### src/rtl/wb_regfile_hilo_pkg.sv
// Shared constants for the write-back register file: GPR geometry, enable
// encodings and the active-low reset levels.
`timescale 1ns/1ps
package wb_regfile_hilo_pkg;

  localparam int RegNum     = 32;
  localparam int RegNumLog2 = 5;

  localparam logic [RegNumLog2-1:0] NOPRegAddr = '0;
  localparam logic [31:0]           ZeroWord   = 32'h0000_0000;

  localparam logic WriteEnable  = 1'b1;
  localparam logic WriteDisable = 1'b0;
  localparam logic ReadEnable   = 1'b1;
  localparam logic ReadDisable  = 1'b0;

  // Reset is active-low: "enable" means the reset is being applied.
  localparam logic RstEnable  = 1'b0;
  localparam logic RstDisable = 1'b1;

endpackage

### src/rtl/wb_regfile_hilo_hilo.sv
// HI/LO register pair. Both halves are always written together; the output
// is the registered value, with no same-cycle bypass.
`timescale 1ns/1ps
module hilo_reg
  import wb_regfile_hilo_pkg::*;
#(
  parameter int DW = 32
) (
  input  logic          clk,
  input  logic          rst,
  input  logic          we,
  input  logic [DW-1:0] hi_i,
  input  logic [DW-1:0] lo_i,
  output logic [DW-1:0] hi_o,
  output logic [DW-1:0] lo_o
);

  logic [DW-1:0] hi_reg;
  logic [DW-1:0] lo_reg;

  always_ff @(posedge clk) begin
    if (rst == RstEnable) begin
      hi_reg <= '0;
      lo_reg <= '0;
    end else if (we == WriteEnable) begin
      hi_reg <= hi_i;
      lo_reg <= lo_i;
    end
  end

  assign hi_o = hi_reg;
  assign lo_o = lo_reg;

endmodule

### src/rtl/wb_regfile_hilo.sv
// Write-back stage state: 32x32 GPR file with two bypassed combinational read
// ports, the HI/LO pair and a commit counter.
`timescale 1ns/1ps
module wb_regfile_hilo
  import wb_regfile_hilo_pkg::*;
#(
  parameter int NUM_REGS = RegNum,
  parameter int DW       = 32,
  parameter int AW       = RegNumLog2
) (
  input  logic          clk,
  input  logic          rst,
  input  logic [AW-1:0] wb_wd,
  input  logic          wb_wreg,
  input  logic [DW-1:0] wb_wdata,
  input  logic          wb_whilo,
  input  logic [DW-1:0] wb_hi,
  input  logic [DW-1:0] wb_lo,
  input  logic          re1,
  input  logic [AW-1:0] raddr1,
  output logic [DW-1:0] rdata1,
  input  logic          re2,
  input  logic [AW-1:0] raddr2,
  output logic [DW-1:0] rdata2,
  output logic [DW-1:0] hi_o,
  output logic [DW-1:0] lo_o,
  output logic [31:0]   commit_cnt
);

  logic [DW-1:0] regs [NUM_REGS];
  logic [31:0]   cnt_reg;
  logic [31:0]   cnt_next;

  // The array is deliberately left out of reset; only entry 0 is special and
  // it is never read from storage.
  always_ff @(posedge clk) begin
    if (rst == RstDisable && wb_wreg == WriteEnable && wb_wd != NOPRegAddr) begin
      regs[wb_wd] <= wb_wdata;
    end
  end

  logic [1:0]         re_pk;
  logic [1:0][AW-1:0] raddr_pk;

  assign re_pk    = {re2, re1};
  assign raddr_pk = {raddr2, raddr1};

  genvar gi;
  generate
    for (gi = 0; gi < 2; gi++) begin : g_rd
      logic [DW-1:0] rd_data;

      always_comb begin
        rd_data = '0;
        if (rst == RstEnable) begin
          rd_data = '0;
        end else if (raddr_pk[gi] == NOPRegAddr) begin
          rd_data = '0;
        end else if (re_pk[gi] == ReadEnable && wb_wreg == WriteEnable &&
                     raddr_pk[gi] == wb_wd) begin
          rd_data = wb_wdata;
        end else if (re_pk[gi] == ReadEnable) begin
          rd_data = regs[raddr_pk[gi]];
        end else if (re_pk[gi] == ReadDisable) begin
          rd_data = '0;
        end
      end
    end
  endgenerate

  assign rdata1 = g_rd[0].rd_data;
  assign rdata2 = g_rd[1].rd_data;

  hilo_reg #(
    .DW (DW)
  ) u_hilo (
    .clk  (clk),
    .rst  (rst),
    .we   (wb_whilo),
    .hi_i (wb_hi),
    .lo_i (wb_lo),
    .hi_o (hi_o),
    .lo_o (lo_o)
  );

  // A cycle counts once whether it writes GPR, HI/LO or both; writes to r0 count too.
  always_comb begin
    cnt_next = cnt_reg;
    if (!(wb_wreg == WriteDisable && wb_whilo == WriteDisable)) begin
      cnt_next = cnt_reg + 32'd1;
    end
  end

  always_ff @(posedge clk) begin
    if (rst == RstEnable) begin
      cnt_reg <= ZeroWord;
    end else begin
      cnt_reg <= cnt_next;
    end
  end

  assign commit_cnt = cnt_reg;

endmodule
### config.mk
export PLATFORM = sky130hd
export DESIGN_NAME = wb_regfile_hilo
export DESIGN_NICKNAME = d
export VERILOG_FILES = /design/src/rtl/wb_regfile_hilo_pkg.sv /design/src/rtl/wb_regfile_hilo_hilo.sv /design/src/rtl/wb_regfile_hilo.sv
export SDC_FILE = /design/constraint.sdc
export NUM_CORES = 1
export LEC_CHECK = 0
export CORE_MARGIN = 1.5
export CORE_UTILIZATION = 55
export DETAILED_ROUTE_END_ITERATION = 12
export GPL_ROUTABILITY_DRIVEN = 0
export GPL_TIMING_DRIVEN = 0
export PLACE_DENSITY = 0.74
export SLEW_MARGIN = 25
export SYNTH_ARGS = -nofsm -noshare
export SYNTH_HDL_FRONTEND = slang
export SYNTH_SLANG_ARGS = --single-unit
### constraint.sdc
create_clock -name clk -period 9.8 [get_ports clk]
set_clock_uncertainty 0.1 [all_clocks]
set_input_delay 2.45 -clock clk [delete_from_list [all_inputs] [get_ports clk]]
set_output_delay 2.45 -clock clk [all_outputs]
set_load 0.005 [all_outputs]
==> results of run 1 <==
==> final cells by class <==
class                   instances  area share, %
clock buffers                 135           4.91
diodes                          3         0.0122
flip-flops and latches       1120           53.2
well taps                    1254           2.55
plain buffers                 233           1.85
multi-input cells            1488           29.7
inverters                      10         0.0611
clock inverters                76           1.27
repair buffers                331           6.46
==> metal layers <==
layer	up-vias	track usage, %	wire length (um)
met5	-	0	51
met4	4	20.8	11900
met3	741	13.3	26900
met2	3252	55.7	80000
met1	17300	46.4	58200
li1	12900	-	-
==> Yosys cell counts, drive strengths merged, types with 2 or more instances <==
cell and n:
edfxtp 1024, mux4 450, mux2i 290, buf 123
clkbuf 110, dfxtp 96, nor2b 95, o22ai 95
a211oi 92, a21oi 63, o221ai 62, nor3 45
nor2 44, a211o 32, and2 31, a221o 30
xor2 24, nand2 19, xnor2 16, nand3 11
inv 10, nand4 7, nor4 7, nand3b 6
o21ai 5, or2 5, and4 3, nand2b 3
o211ai 3, or3 3, a21boi 2, mux2 2
==> logic make-up (layout without fill, tap and decap cells) <==
kind of cell | count (synthesis) | after routing | share of synthesized area [%]
adders and majority gates | 1 | 1 | 0.0242
AOI/OAI and AO/OA | 389 | 389 | 5.49
buffers and inverters | 243 | 785 | 2.25
DFF | 1120 | 1120 | 63.1
muxes | 742 | 742 | 25.2
other | 1 | 35 | 0.00725
xor gates and xnor gates | 40 | 40 | 0.677
and+or+nand+nor | 284 | 284 | 3.16
==> worst register-to-register path, stage by stage (launching register included) <==
cell	delay (ps)
dfxtp_1	450
nand4_1	200
or4_1	560
clkbuf_2	190
buf_6	170
nor3_1	200
xor2_1	110
and2_1	170
==> metrics by stage <==
step           std cells  area [sq um]  setup slack (ps)  power [mW]
2_1_floorplan       2851         51900              3090        5.92
3_3_place_gp        4370         56100               982        6.34
3_5_place_dp        4435         57800               952        6.38
4_1_cts             4646         61600               947        10.7
5_1_grt             4647         61400               808        11.0
6_report            4650         61400               427        10.8
==> power breakdown <==
group / internal, mW / leakage, nW / switching, mW
clock: 2.56 / 1.87 / 1.90
sequential: 5.27 / 10.0 / 0.0287
combinational: 0.417 / 8.50 / 0.593
total: 8.25 / 20.4 / 2.52
==> worst paths after layout <==
| kind | endpoint | slack [ps] |
|---|---|---|
| worst max-delay path | rdata2[12] | 430 |
| worst min-delay path | u_hilo.lo_o[19] | 420 |
| worst max register to register | commit_cnt[22] | 7550 |
| worst min register to register | u_hilo.lo_o[19] | 420 |
==> flip-flops by register name, indices dropped and copies added, names as in the netlist <==
signal / flops
commit_cnt: 32
u_hilo.hi_o: 32
regs: 1024
u_hilo.lo_o: 32
==> flow_metrics.env, run 1 <==
export IMPL_synth_edf_count=1024
export IMPL_synth_async_reset_ratio_pct=0
export IMPL_viasPerCell=7.36
export IMPL_cts_sinks=1120
export IMPL_clock_latency_ps=720
export IMPL_hold_worst_slack_ps=416
export IMPL_grt_max_degree=35
export IMPL_synth_top_area_share_pct=59.4
export IMPL_synth_top_area_cell="edfxtp_1"
export IMPL_nFillCells=6152
export IMPL_drt_total_wl_um=177000
export IMPL_crit_type="input pin to output pin"
export IMPL_slew_violations=0
export IMPL_ctsHoldBuffers=0
export IMPL_whs_path_depth=2
export IMPL_antenna_found_initial=2
export IMPL_rsz0062_at_grt="false"
export IMPL_maxSlewHeadroom_pct=8.26
export IMPL_utilization_pct=65.8
export IMPL_pin_count=277
export IMPL_cellLeakagePower_nw=20.4
export IMPL_dieWidth_um=310
export IMPL_crit_path_end_kind="output pin"
export IMPL_cpMaxStageDelayCell="nor3_1"
export IMPL_cts_tree="done"
export IMPL_ctsHtreeMaxLevel=3
export IMPL_synth_seq_area_share_pct=63.1
export IMPL_post_cts_setup_buffers=0
export IMPL_cp_max_fo=10
export IMPL_cp_depth=8
export IMPL_hold_viol=0
export IMPL_min_period_over_period_pct=95.6
export IMPL_drc=0
export IMPL_fin_crit_ps=9370
export IMPL_initial_utilization_pct=55.4
export IMPL_cts_buffers=115
export IMPL_cp_required_ps=7250
export IMPL_multi_input_area_sq_um=18300
export IMPL_worstMarginPinSlew_ps=1370
export IMPL_core_sq_um=93300
export IMPL_setup_viol=0
export IMPL_holdCritStartpoint="u_hilo.lo_o[19]"
export IMPL_grt_overflow=0
export IMPL_yosysWarnings=0
export IMPL_cpPeakStageDelay_ps=1060
export IMPL_synthTopCellsByArea="edfxtp_1 (59%), mux4_2 (20%), mux2i_1 (5.6%), dfxtp_1 (3.7%), a211oi_1 (1.3%)"
export IMPL_seq_area_sq_um=32700
export IMPL_dieHeight_um=310
export IMPL_crit_arrival_ps=6820
export IMPL_grt_pass1_vias=34000
export IMPL_cts_root_buf="clkbuf_16"
export IMPL_ys_types=55
export IMPL_ir_worst_vdd_uv=141
export IMPL_max_freq_mhz=107
export IMPL_crit_chain="clkbuf_1 -> buf_2 -> buf_2 -> o31ai_1 -> nor3_1 -> clkbuf_1 -> a211o_1 -> clkdlybuf4s50_1"
export IMPL_area_growth_pct=18.8
export IMPL_reg2reg_depth=7
export IMPL_firstDrtPassIters=6
export IMPL_clockBufferDepth=3
export IMPL_vias=34200
export IMPL_io_buffers=265
export IMPL_final_cell_mix="edfxtp_1 (1024), mux4_2 (450), mux2i_1 (290)"
export IMPL_crit_buf_inv=5
export IMPL_first_iter_violations=5457
export IMPL_hold_class="flop to flop"
export IMPL_postRouteAntennaNets=0
export IMPL_ctsResizeCount=0
export IMPL_final_net_count=3417
export IMPL_placementRows=112
export IMPL_max_cap_viol_count=0
export IMPL_p_per_area_nw_per_um2=175
export IMPL_drive_gt1_share_pct=25.8
export IMPL_critical_path_top_delay_family="buffers and inverters"
export IMPL_synthFlopType="edfxtp_1"
export IMPL_dieArea_sq_um=95900
export IMPL_reg2reg_from="commit_cnt[11]"
export IMPL_ys_ff_latch=1120
export IMPL_wl_per_cell_um=38.1
export IMPL_start_kind="input pin"
export IMPL_synthCells=2820
export IMPL_synth_avg_cell_area_sq_um=18.3
export IMPL_status="complete, no violations"
export IMPL_track_usage_pct=36.9
export IMPL_syn_area_sq_um=51700
export IMPL_tns_ps=0
export IMPL_hpwlAfterDp_um=117000
export IMPL_final_common_cell="edfxtp_1"
export IMPL_cts_clk_slew_worst_paths_ps=60
export IMPL_grt_pass1_wl_um=244000
export IMPL_startpoint="raddr2[0]"
(Power assumes the default switching activity.)
==> run 2, diff against run 1 <==
- CORE_ASPECT_RATIO: not set -> 0.8
==> run 2 against run 1 <==
Effect of this change: sequential power hardly changed; total power is 0.78% lower; via count is 0.17% higher; clock power is 2% lower; core utilization is 0.13 points higher; final area hardly changed; setup slack better by 140 ps; critical path depth stayed put; count of clock-buffer cells in the layout is 6 lower; fmax is 1.5% higher; critical path type unchanged; critical endpoint is now rdata2[19].
==> flow_metrics.env, run 2 (synthesized netlist as in run 1, its figures left out) <==
export IMPL_reg2reg_from="commit_cnt[6]"
export IMPL_drc=0
export IMPL_grt_overflow=0
export IMPL_area_growth_pct=18.7
export IMPL_cts_buffers=109
export IMPL_hold_class="flop to flop"
export IMPL_drive_gt1_share_pct=26.0
export IMPL_design_area_sq_um=61400
export IMPL_critical_path_top_delay_family="buffers and inverters"
export IMPL_ctsResizeCount=0
export IMPL_wl_per_cell_um=38.4
export IMPL_wl_met1_um=59000
export IMPL_dr_wl_met2_um=78000
export IMPL_initial_utilization_pct=55.6
export IMPL_start_kind="input pin"
export IMPL_drt_total_wl_um=177000
export IMPL_ctsHoldBuffers=0
export IMPL_cts_root_buf="clkbuf_16"
export IMPL_routed_top_layer="met5"
export IMPL_dieArea_sq_um=95900
export IMPL_dieWidth_um=346
export IMPL_p_int_mw=8.17
export IMPL_cts_sinks=1120
export IMPL_antenna_found_initial=8
export IMPL_crit_path_end_kind="output pin"
export IMPL_pwr_share_comb_pct=9.5
export IMPL_p_per_area_nw_per_um2=174
export IMPL_grt_max_degree=35
export IMPL_hpwlAfterDp_um=119000
export IMPL_firstDrtPassIters=8
export IMPL_cpMaxStageDelayCell="nor3_1"
export IMPL_first_iter_violations=6025
export IMPL_cts_clk_slew_worst_paths_ps=60
export IMPL_rrSetupSlack_ps=7660
export IMPL_p_switching_mw=2.51
export IMPL_clockBufferDepth=3
export IMPL_hold_viol=0
export IMPL_dpl_cell_area_sq_um=57800
export IMPL_tns_ps=0
export IMPL_status="complete, no violations"
export IMPL_placementRows=100
export IMPL_pin_count=277
export IMPL_holdCritStartpoint="u_hilo.lo_o[29]"
export IMPL_ir_worst_vdd_uv=165
export IMPL_track_usage_pct=36.8
export IMPL_core_sq_um=93100
export IMPL_reg2reg_depth=7
export IMPL_largest_reg_flops=1024
export IMPL_crit_arrival_ps=6690
export IMPL_crit_chain="clkbuf_1 -> buf_2 -> buf_2 -> o31ai_1 -> nor3_1 -> clkbuf_1 -> a211o_1 -> clkdlybuf4s50_1"
export IMPL_cp_required_ps=7250
export IMPL_fin_crit_ps=9240
export IMPL_p_clk_share_pct=40.9
export IMPL_post_cts_setup_buffers=0
export IMPL_grt_pass1_wl_um=247000
export IMPL_postRouteAntennaNets=0
export IMPL_max_cap_viol_count=0
export IMPL_top_register="regs"
export IMPL_io_buffers=265
export IMPL_grt_pass1_vias=34300
export IMPL_slew_violations=0
export IMPL_min_period_over_period_pct=94.2
export IMPL_ctsHtreeMaxLevel=3
export IMPL_final_cell_mix="edfxtp_1 (1024), mux4_2 (450), mux2i_1 (290)"
export IMPL_max_freq_mhz=108
export IMPL_setup_viol=0
export IMPL_cp_max_fo=10
export IMPL_vias=34300
export IMPL_cp_depth=8
export IMPL_cpPeakStageDelay_ps=960
export IMPL_wl_met3_um=29300
export IMPL_viasPerCell=7.43
export IMPL_reg2reg_to="commit_cnt[23]"
export IMPL_startpoint="raddr2[0]"
export IMPL_worstMarginPinSlew_ps=1300
export IMPL_cts_tree="done"
export IMPL_rsz0062_at_grt="false"
export IMPL_crit_buf_inv=5
export IMPL_final_net_count=3408
export IMPL_seq_power_share_pct=49.6
export IMPL_maxSlewHeadroom_pct=13.5
export IMPL_cellLeakagePower_nw=20.4
export IMPL_dieHeight_um=277
export IMPL_clock_latency_ps=690
export IMPL_final_common_cell="edfxtp_1"
export IMPL_switching_share_pct=23.5
export IMPL_crit_end="rdata2[19]"
export IMPL_crit_type="input pin to output pin"
[run 2: cell types whose count changed in the layout (fill, tap and decap cells not counted), sizes merged]
| cell | before | now |
|---|---|---|
| buf | 218 | 217 |
| clkinv | 54 | 58 |
| clkbuf | 248 | 240 |
| clkinvlp | 3 | 6 |
| bufinv | 14 | 13 |
| inv | 15 | 12 |
[run 2: cell type report]
type | count | area (sq um)
inverter | 10 | 37.5
buffer | 233 | 1140
tap | 1224 | 1530
sequential | 1120 | 32700
clock inverter | 79 | 753
clock buffer | 129 | 2940
multi-input combinational | 1488 | 18300
antenna | 3 | 7.51
fill | 6134 | 31700
timing repair buffer | 328 | 4070
[run 2: worst min-delay path by stage]
stage | cells past startpoint | endpoint
final | 2 | u_hilo.lo_o[29]
after CTS | 2 | u_hilo.lo_o[29]
after floorplan | 2 | commit_cnt[1]
after global routing | 2 | u_hilo.lo_o[27]
after global placement | 2 | commit_cnt[1]
after detailed placement | 2 | u_hilo.hi_o[27]
[run 2: worst register-to-register path: stages (launching register included)]
cell      delay, ps
dfxtp_1         470
nand4_4         180
or4_1           500
clkbuf_2        180
buf_6           170
nor3_2          180
xor2_1          170
and2_1          130
[run 2: layer usage]
metal,GRT usage (%),vias to the layer above
met5,0,-
met4,18.8,10
met3,14.0,671
met2,54.2,3392
met1,47.9,17300
li1,-,12900
[run 2: power by group through the flow]
| stage | clock network [mW] | registers [mW] | logic, mW |
|---|---|---|---|
| after floorplan | 0 | 5.39 | 0.529 |
| after global placement | 0 | 5.40 | 0.951 |
| after detailed placement | 0 | 5.40 | 0.988 |
| after CTS | 4.36 | 5.30 | 0.993 |
| after global routing | 4.54 | 5.30 | 1.04 |
| final | 4.37 | 5.30 | 1.02 |
[run 2: stage by stage]
step / setup slack, ps / util [%] / power [mW] / hold slack, ps / std cells
final: 565 / 66.0 / 10.7 / 415 / 4614
after global routing: 788 / 66.0 / 10.9 / 441 / 4612
after CTS: 697 / 66.1 / 10.6 / 421 / 4610
after detailed placement: 722 / 62.1 / 6.39 / 404 / 4402
after global placement: 393 / 60.2 / 6.35 / 397 / 4340
after floorplan: 3090 / - / 5.92 / 381 / 2851
